## src/rtl/fwd_hazard_ctrl.sv

```systemverilog
// fwd_hazard_ctrl: EX-stage operand forwarding selects and load-use stall
// for the 5-stage pipeline.
//
// The block keeps its own shadow copy of the in-flight destination info
// (EX, MEM and WB slots), so it needs only the ID-stage decode fields and
// the branch flush.
//
// Forward select encoding: 00 register file, 01 MEM/WB, 10 EX/MEM.
// Code 11 is never driven.
//
// Optional feature: define FWD_STALL_CNT_EN to build a saturating stall-cycle
// counter on stall_cnt_o. Without it, stall_cnt_o is tied to zero.
//
// fwd_a_o, fwd_b_o and stall_o are combinational from the slot state and the
// ID inputs. They feed the forwarding muxes and the hazard hold logic in the
// same cycle.

module fwd_hazard_ctrl #(
    parameter int unsigned REG_AW = 5,
    parameter int unsigned CNT_W  = 32
) (
    input  logic              clk_i,
    input  logic              rst_i,
    input  logic              id_valid_i,
    input  logic [REG_AW-1:0] id_rs_i,
    input  logic [REG_AW-1:0] id_rt_i,
    input  logic [REG_AW-1:0] id_rd_i,
    input  logic              id_regwrite_i,
    input  logic              id_memread_i,
    input  logic              flush_i,
    output logic              stall_o,
    output logic [1:0]        fwd_a_o,
    output logic [1:0]        fwd_b_o,
    output logic [CNT_W-1:0]  stall_cnt_o
);

    localparam logic [1:0] FWD_RF  = 2'b00;
    localparam logic [1:0] FWD_WB  = 2'b01;
    localparam logic [1:0] FWD_MEM = 2'b10;

    // Full decode info is needed only while the instruction sits in EX.
    typedef struct packed {
        logic              vld;
        logic [REG_AW-1:0] rs;
        logic [REG_AW-1:0] rt;
        logic [REG_AW-1:0] rd;
        logic              regwrite;
        logic              memread;
    } ex_slot_t;

    // MEM and WB only matter as potential producers.
    typedef struct packed {
        logic              vld;
        logic [REG_AW-1:0] rd;
        logic              regwrite;
    } wr_slot_t;

    ex_slot_t ex_q;
    wr_slot_t mem_q;
    wr_slot_t wb_q;

    logic mem_writer;
    logic wb_writer;
    logic ex_load_rd;

    // Shadow pipeline advance; a stall or a flush turns the EX entry into a bubble.
    always_ff @(posedge clk_i) begin
        if (rst_i) begin
            ex_q  <= '0;
            mem_q <= '0;
            wb_q  <= '0;
        end else begin
            wb_q         <= mem_q;
            mem_q.vld    <= ex_q.vld;
            mem_q.rd     <= ex_q.rd;
            mem_q.regwrite <= ex_q.regwrite;
            ex_q.vld      <= id_valid_i & ~stall_o & ~flush_i;
            ex_q.rs       <= id_rs_i;
            ex_q.rt       <= id_rt_i;
            ex_q.rd       <= id_rd_i;
            ex_q.regwrite <= id_regwrite_i;
            ex_q.memread  <= id_memread_i;
        end
    end

    // Producer qualifiers; register 0 is never a forwarding source.
    always_comb begin
        mem_writer = mem_q.vld & mem_q.regwrite & (mem_q.rd != '0);
        wb_writer  = wb_q.vld  & wb_q.regwrite  & (wb_q.rd  != '0);
        ex_load_rd = ex_q.vld  & ex_q.memread   & (ex_q.rd  != '0);
    end

    // Forward selects: the younger EX/MEM value wins over MEM/WB.
    always_comb begin
        fwd_a_o = FWD_RF;
        fwd_b_o = FWD_RF;
        if (ex_q.vld) begin
            if (mem_writer && (mem_q.rd == ex_q.rs)) begin
                fwd_a_o = FWD_MEM;
            end else if (wb_writer && (wb_q.rd == ex_q.rs)) begin
                fwd_a_o = FWD_WB;
            end

            if (mem_writer && (mem_q.rd == ex_q.rt)) begin
                fwd_b_o = FWD_MEM;
            end else if (wb_writer && (wb_q.rd == ex_q.rt)) begin
                fwd_b_o = FWD_WB;
            end
        end
    end

    // Load-use hazard: the load in EX produces a register the ID instruction reads.
    always_comb begin
        stall_o = id_valid_i & ex_load_rd &
                  ((ex_q.rd == id_rs_i) | (ex_q.rd == id_rt_i));
    end

`ifdef FWD_STALL_CNT_EN
    logic [CNT_W-1:0] stall_cnt_q;

    // Saturating count of stall cycles.
    always_ff @(posedge clk_i) begin
        if (rst_i) begin
            stall_cnt_q <= '0;
        end else if (stall_o && (stall_cnt_q != {CNT_W{1'b1}})) begin
            stall_cnt_q <= stall_cnt_q + CNT_W'(1);
        end
    end

    assign stall_cnt_o = stall_cnt_q;
`else
    assign stall_cnt_o = '0;
`endif

endmodule

```

## config.mk

```make
export PLATFORM = sky130hd
export DESIGN_NAME = fwd_hazard_ctrl
export DESIGN_NICKNAME = d
export VERILOG_FILES = /design/src/rtl/fwd_hazard_ctrl.sv
export SDC_FILE = /design/constraint.sdc
export NUM_CORES = 1
export LEC_CHECK = 0
export CAP_MARGIN = 15
export CORE_UTILIZATION = 43
export DETAILED_ROUTE_END_ITERATION = 8
export PLACE_DENSITY = 0.85
export SKIP_LAST_GASP = 1
export SYNTH_ARGS = -nofsm -noshare
export SYNTH_HDL_FRONTEND = slang
export SYNTH_SLANG_ARGS = --single-unit
```

## constraint.sdc

```tcl
create_clock -name clk_i -period 1.9 [get_ports clk_i]
set_input_delay 0.19 -clock clk_i [delete_from_list [all_inputs] [get_ports clk_i]]
set_output_delay 0.19 -clock clk_i [all_outputs]
set_load 0.02 [all_outputs]
```

# Word-level counts from Yosys, hierarchy flattened

Index checks and enable logic that the tools add are counted.
Widths: inputs -> output; s select.

Register bits after elaboration: 32
Input port bits: 21
Output and inout bits: 37
Word-level logic and storage cells: 44

Equality and inequality tests: 6
Muxes and demuxes: 6
Bitwise logic cells: 13
Reduce and logical (&&, ||, !) cells: 7

Operators with widths:

| kind              | number |
|---|---|
| $eq 5x5->1        | 6 |
| $reduce_bool 5->1 | 3 |
| $and 1x1->1       | 10 |
| $mux 2            | 4 |
| $logic_and 1x1->1 | 4 |
| $mux 1            | 2 |
| $not 1->1         | 2 |
| $or 1x1->1        | 1 |

# Depth between registers and ports, before layout

Gate-level depths: netlist of run 1.

Depth after elaboration: 7
Mapped depth: 4
Mapped depth without buffers: 4

# Worst setup path before layout of run 1

Ideal clock, no wire load.

Path kind: reg-to-output
Start: register mem_q[2] (netlist bit)
End: output port fwd_a_o[0]
Data arrival time: 1.612 ns
Required time: 1.710 ns
Path slack: 0.098 ns
Cell stages (with the launch flop): 5
Path buffers: 0
Cell sequence: dfxtp_1 > or4_1 > o211ai_2 > nor4_1 > nor4_2

Longest elaborated chain between the ends: 5
Elaborated cells between the ends (all ways): 6
Those cells by class: eq/ne: 1; mux: 2; bitwise: 1; reduce/logical: 2

Ends and longest elaborated chain:

| what                  | RTL line | RTL |
|---|---|---|
| start, declared       | 59       | `wr_slot_t mem_q;` |
| $reduce_bool 5->1     | 88       | `mem_writer = mem_q.vld & mem_q.regwrite & (mem_q.rd != '0);` |
| $and 1x1->1           | 88       |  |
| $logic_and 1x1->1 (*) | 98       | `if (mem_writer && (mem_q.rd == ex_q.rs)) begin` |
| $mux 2 (*)            | 98       |  |
| $mux 2 (*)            | 97       | `if (ex_q.vld) begin` |
| end, declared         | 32       | `output logic [1:0] fwd_a_o,` |

Every way passes the cells marked *; elsewhere a longest branch is shown, timed or not.

# Final worst setup path of run 1

Start: register wb_q[3] (netlist bit)
End: output port fwd_a_o[0]

Longest elaborated chain between the ends: 6
Elaborated cells between the ends (all ways): 7
Those cells by class: eq/ne: 1; mux: 3; bitwise: 1; reduce/logical: 2

Ends and longest elaborated chain:

| what                   | RTL line | RTL |
|---|---|---|
| start, declared        | 60       | `wr_slot_t wb_q;` |
| start signal, assigned | 73       | `wb_q <= mem_q;` |
| $reduce_bool 5->1      | 89       | `wb_writer = wb_q.vld & wb_q.regwrite & (wb_q.rd != '0);` |
| $and 1x1->1            | 89       |  |
| $logic_and 1x1->1 (*)  | 100      | `end else if (wb_writer && (wb_q.rd == ex_q.rs)) begin` |
| $mux 1 (*)             | 100      |  |
| $mux 2 (*)             | 98       |  |
| $mux 2 (*)             | 97       |  |

Marks and branches as above.

==> flow_metrics.py, run 1 <==
metrics = {
    "run_status": {
        "status": "finished with violations",
        "violations": "negative setup slack",
    },
    "global_routing": {
        "antenna_found_initial": 0,
        "grt_pass1_vias": 927,
        "grt_overflow": 0,
        "gr-usage-all-layers_pct": 16.3,
        "grt_pass1_wl_mm": 4.17,
        "grt_max_degree": 25,
    },
    "setup_path": {
        "cp.required_ns": 1.71,
        "cp_cell_sequence": "buf_6, xor2_1, or4_1, nor4_2, buf_4",
        "path_max_fanout": 2,
        "cp_num_buf_inv": 2,
        "endpoint_kind": "primary output",
        "crit_arrival_ns": 1.92,
        "startpoint_type": "flip-flop",
        "critPathKind": "flip-flop to primary output",
        "cp_top_family": "simple AND/OR/NAND/NOR gates",
        "slowest_delay_ns": 0.53,
        "critPathSlowestCell": "or4_1",
    },
    "synth": {
        "synth_area_mm2": 0.00152,
        "synth_area_leaders": "dfxtp_1, buf_4, xor2_1",
        "ys_seq_elements": 32,
        "synthCells": 154,
        "synth_top_cell_by_area": "dfxtp_1",
        "ys_seq_area_share_pct": 42.1,
        "yosysWarnings": 0,
        "postSynthAreaPerCell_um2": 9.87,
        "synthDominantCellAreaShare_pct": 42.1,
        "ys_types": 19,
    },
    "placement": {
        "place_congestion": 0.851,
        "place_ws_ns": -0.295,
        "dp_hpwl_mm": 2.06,
        "place_inst": 236,
        "port_buffers": 25,
    },
    "floorplanning": {
        "die_h_um": 61.5,
        "core_mm2": 0.00336,
        "die_x_um": 61.5,
        "initial_core_util_pct": 45.2,
        "die-area_mm2": 0.00378,
        "num_rows": 21,
        "ios": 58,
    },
    "timing": {
        "clock_skew_ns": 0.00398,
        "rsz0062_at_grt": "yes",
        "max_clock_freq_ghz": 0.473,
        "slew_viol_final": 0,
        "fin_ws_ns": -0.212,
        "period_minus_slack_ns": 2.11,
        "period_share_pct": 111,
        "finalSetupViolCount": 4,
        "hold_violations": 0,
    },
    "layout": {
        "register_area_um2": 649,
        "fillers": 298,
        "finalNonFillerCells": 246,
        "syn_to_final_growth_pct": 32.3,
        "layout.nets": 220,
        "post_route_cells_drive_above_1_share_pct": 25.0,
        "multi_input_area_um2": 821,
        "diodes": 0,
    },
    "clock_tree": {
        "h-tree-depth": 2,
        "numCtsBuffers": 5,
        "root_buffer": "clkbuf_4",
        "cts_sinks": 32,
        "cts_tree": "built",
        "clk_pin_slew_ns": 0.10,
        "clk_latency_ns": 0.34,
        "clock_path_buffers": 2,
        "cts_hold_buf": 0,
    },
    "power_and_ir_drop": {
        "power_density_mw_per_mm2": 771,
        "leakage_uw": 0.000903,
        "comb_power_share_pct": 15.4,
        "p_int_uw": 1160,
        "power_uw": 1550,
        "seqPwrFrac_pct": 46.9,
        "sw_frac_of_total_pct": 25.1,
        "netSwitchingPower_uw": 389,
        "vdd_drop_max_v": 0.000372,
        "clock_power_share_pct": 37.7,
    },
    "route": {
        "routedWlPerCell_um": 10.8,
        "drt_iter0_markers": 13,
        "dr_total_vias": 1004,
        "dr.pass1.iters": 4,
        "vias_per_cell": 4.08,
        "drt_drc_violations_left": 0,
        "wl_mm": 2.65,
        "antenna_left": 0,
    },
    "hold_path": {
        "hold_path_class": "primary input to flip-flop",
    },
    "run": {
        "maxCapViolCount": 0,
    },
}
-- cell usage in the layout (no fill, tap or decap), drive strengths merged --
cell and count:
a22oi 1, clkdlybuf4s50 20, o211ai 1, xor2 22, buf 22, nor3 4, nor2 4, o2111ai 2
nor4 3, or4 4, conb 32, xnor2 8, o211a 1, nand3 3, and2 2, bufinv 1
nor2b 31, dfxtp 32, clkbuf 7
-- metal layers --
metal / part of all wire (%) / track usage, % / wire (um)
met1: 40 / 17.2 / 1060
met2: 52 / 28.7 / 1390
met3: 5.1 / 4.62 / 135
met4: 2.3 / 9.52 / 61
met5: 0 / 0 / 0
-- timing repair --
action	in CTS	in global routing
gates resized for setup	28	21
buffers inserted	1	1
gates cloned	0	0
pin swaps	3	9
setup endpoints to repair	5	5
-- synthesized netlist by cell type --
| cell type | number |
|---|---|
| nand3_1 | 3 |
| buf_4 | 32 |
| nor4_2 | 1 |
| nor2b_1 | 30 |
| clkbuf_1 | 3 |
| o211a_1 | 1 |
| conb_1 | 1 |
| o2111ai_1 | 2 |
| xor2_1 | 22 |
| or4_1 | 4 |
| nor4_1 | 2 |
| and2_1 | 2 |
| a22oi_1 | 1 |
| nor3_1 | 4 |
| nor2_1 | 4 |
| o211ai_2 | 1 |
| nor2b_2 | 1 |
| dfxtp_1 | 32 |
| xnor2_1 | 8 |
-- worst reg2reg max path, delay by kind of cell (launching register included) --
kind	cells	cell delay [ns]
simple gates	1	0.13
buf+inv	2	0.27
flops	1	0.32
compound gates	2	0.33
xor+xnor	1	0.15
-- power by group through the flow --
stage	Combinational (uW)	Sequential (uW)	Clock, uW
after CTS	223	725	593
after floorplan	184	737	0
after detailed placement	218	739	0
after global placement	214	738	0
after global routing	262	731	628
final	238	727	585
-- area by class of cell --
| cell class | instances | area share, % |
|---|---|---|
| Clock buffer | 7 | 3.24 |
| Clock inverter | 1 | 1.49 |
| Multi-Input combinational cell | 118 | 40.8 |
| Sequential cell | 32 | 32.3 |
| Tap cell | 46 | 2.86 |
| Timing Repair Buffer | 42 | 19.3 |
-- cells by family after synthesis --
| group | after synthesis | share of synthesized area, % |
|---|---|---|
| and+or+nand+nor | 51 | 20.7 |
| buffers and inverters | 35 | 16.5 |
| DFF | 32 | 42.1 |
| xor gates and xnor gates | 30 | 17.3 |
| AOI/OAI and AO/OA | 5 | 3.13 |
| other | 1 | 0.247 |
-- worst paths after layout --
| kind | start | to | slack, ns | depth (start not counted) |
|---|---|---|---|---|
| max | wb_q[3]$_SDFF_PP0_ | fwd_a_o[0] | -0.21 | 5 |
| min | id_rd_i[0] | ex_q[2]$_SDFF_PP0_ | 0.38 | 2 |
| max reg2reg | ex_q[6]$_SDFF_PP0_ | ex_q[17]$_SDFF_PP0_ | 0.61 | 6 |
| min reg2reg | ex_q[1]$_SDFF_PP0_ | mem_q[0]$_SDFF_PP0_ | 0.44 | 1 |
-- flip-flops by register name, summed over array words and instances (netlist names) --
name	count
mem_q	7
wb_q	7
ex_q	18
-- per-stage QoR --
stage	area, um^2	utilization (%)	hold slack, ns	setup TNS (ns)
after global placement	1820	54.1	0.433	-0.677
after CTS	1930	57.4	0.376	-0.685
after detailed placement	1820	54.1	0.427	-0.770
final	2010	59.8	0.381	-0.519
after floorplan	1640	-	0.262	0
after global routing	2010	59.8	0.370	-0.830
(Power assumes the default switching activity.)
==> run 2: changes to the inputs <==
Settings changed: CAP_MARGIN 15 to unset.
==> results of run 2 <==
No change in the layout: final DEF, timing and power equal those of run 1.
==> run 3: changes to the inputs <==
Settings changed: REMOVE_ABC_BUFFERS set to 1.
==> run 3 against run 2 <==
  * The run still ends with negative setup slack left
  * Highest routed layer unchanged
  * Critical endpoint unchanged
  * Cell count decreased by 1.2%
  * Maximum frequency increased by 1.9%
  * Sequential power about the same
  * Global-route usage increased by 0.20 points
  * Clock skew increased by 0.0019 ns
  * Critical path type unchanged
  * Worst setup slack improved by 0.040 ns
  * Clock power decreased by 32%
  * Final area decreased by 5.3%
  * Total power decreased by 13%
  * Via count increased by 2.5%
  * Non-clock buffer count decreased by 3
  * Routed wire length increased by 3.1%
==> flow_metrics.py, run 3 (same netlist as run 1, synthesis figures left out) <==
metrics = {
    "hold_path": {
        "hold_depth": 2,
        "hold_path_class": "primary input to flip-flop",
        "hp-start": "id_rd_i[0]",
        "holdPathEnd": "ex_q[2]$_SDFF_PP0_",
    },
    "route": {
        "vias_per_cell": 4.23,
        "antenna_left": 0,
        "drt_drc_violations_left": 0,
        "routedWlPerCell_um": 11.3,
        "dr_total_vias": 1029,
        "drt_iter0_markers": 27,
        "dr.pass1.iters": 4,
        "wl_mm": 2.73,
    },
    "floorplanning": {
        "die_h_um": 61.5,
        "core_mm2": 0.00336,
        "die_x_um": 61.5,
        "initial_core_util_pct": 45.2,
        "num_rows": 21,
        "ios": 58,
        "die-area_mm2": 0.00378,
    },
    "placement": {
        "place_ws_ns": -0.265,
        "port_buffers": 25,
        "place_inst": 235,
        "place_area_mm2": 0.00180,
        "dp_hpwl_mm": 2.03,
        "place_congestion": 0.843,
    },
    "clock_tree": {
        "clock_path_buffers": 2,
        "clk_latency_ns": 0.33,
        "cts_tree": "built",
        "cts_hold_buf": 0,
        "post-cts-setup-buffers": 0,
        "h-tree-depth": 2,
        "clk_pin_slew_ns": 0.10,
        "numCtsBuffers": 5,
        "cts_sinks": 32,
        "root_buffer": "clkbuf_4",
    },
    "power_and_ir_drop": {
        "netSwitchingPower_uw": 372,
        "clock_power_share_pct": 29.6,
        "seqPwrFrac_pct": 53.9,
        "vdd_drop_max_v": 0.000458,
        "leakage_uw": 0.000860,
        "p_int_uw": 978,
        "comb_power_share_pct": 16.6,
        "sw_frac_of_total_pct": 27.5,
        "power_density_mw_per_mm2": 709,
    },
    "global_routing": {
        "antenna_found_initial": 0,
        "grt_max_degree": 25,
        "gr-usage-all-layers_pct": 16.5,
        "grt_overflow": 0,
        "grt_pass1_vias": 956,
        "grt_pass1_wl_mm": 4.25,
    },
    "timing": {
        "hold_violations": 0,
        "max_clock_freq_ghz": 0.483,
        "period_share_pct": 109,
        "fin_ws_ns": -0.172,
        "slew_viol_final": 0,
        "clock_skew_ns": 0.00590,
        "finalSetupViolCount": 4,
        "period_minus_slack_ns": 2.07,
        "rsz0062_at_grt": "yes",
    },
    "setup_path": {
        "startpoint_type": "flip-flop",
        "reg2regPathDepth": 5,
        "critPathLaunch": "mem_q[5]$_SDFF_PP0_",
        "critPathKind": "flip-flop to primary output",
        "crit_arrival_ns": 1.88,
        "r2r-end": "ex_q[17]$_SDFF_PP0_",
        "endpoint_kind": "primary output",
        "path_max_fanout": 2,
        "cp.required_ns": 1.71,
        "r2r_start": "ex_q[6]$_SDFF_PP0_",
        "rrSetupSlack_ns": 0.59,
    },
    "layout": {
        "top_register": "ex_q",
        "largest_reg_flops": 18,
        "fin_area_mm2": 0.00190,
        "layout.nets": 217,
        "reg_top3": "ex_q x18, mem_q x7, wb_q x7",
        "multi_input_area_um2": 786,
        "post_route_cells_drive_above_1_share_pct": 21.3,
        "layout_common_cells": "conb_1, nor2b_1, dfxtp_1",
        "fillers": 331,
        "syn_to_final_growth_pct": 25.3,
        "final_common_cell": "conb_1",
        "diodes": 0,
        "utilization_pct": 56.6,
        "finalNonFillerCells": 243,
        "register_area_um2": 651,
    },
    "run_status": {
        "violations": "negative setup slack",
        "status": "finished with violations",
    },
    "run": {
        "maxCapViolCount": 0,
    },
}
[run 3: power by group through the flow]
stage / Sequential (uW) / Clock [uW] / Combinational (uW)
after global routing: 731 / 444 / 246
after global placement: 738 / 0 / 209
final: 727 / 399 / 224
after CTS: 726 / 410 / 218
after detailed placement: 740 / 0 / 212
after floorplan: 737 / 0 / 126
[run 3: area by class of cell]
| cell class | count | share of cell area [%] |
|---|---|---|
| clock buffers | 6 | 2.69 |
| clock inverters | 2 | 0.526 |
| multi-input cells | 118 | 41.3 |
| flip-flops and latches | 32 | 34.2 |
| well taps | 46 | 3.02 |
| repair buffers | 39 | 18.3 |
[run 3: what timing repair did]
action	in CTS	in global routing
gates resized for setup	34	8
cloned	0	0
endpoints found under the setup margin	5	5
pin swaps	9	4
[run 3: critical path, stage by stage (launching register included)]
cell and delay [ns]:
dfxtp_2 0.33, or4_4 0.54, o211ai_4 0.20, nor4_2 0.07, nor4_2 0.25, buf_4 0.17
[run 3: worst max path at each step]
stage                      end  slack (ns)  cells past startpoint
floorplan           fwd_a_o[0]         0.1                      4
global placement    fwd_a_o[0]       -0.26                      5
detailed placement  fwd_a_o[0]       -0.27                      5
CTS                 fwd_a_o[0]       -0.22                      5
global route        fwd_a_o[0]       -0.28                      5
finish              fwd_a_o[0]       -0.17                      5
[run 3: per-stage QoR]
stage / total power (uW) / hold slack, ns / setup TNS [ns]
floorplan: 863 / 0.256 / 0
detailed placement: 952 / 0.445 / -0.752
global placement: 947 / 0.418 / -0.631
finish: 1350 / 0.394 / -0.347
CTS: 1350 / 0.387 / -0.470
global route: 1420 / 0.381 / -0.880
[run 3: metal layers]
metal / global-route usage [%] / wire length [um]
met5: 0 / 0
met4: 7.30 / 41
met3: 5.88 / 145
met2: 29.0 / 1450
met1: 17.7 / 1090
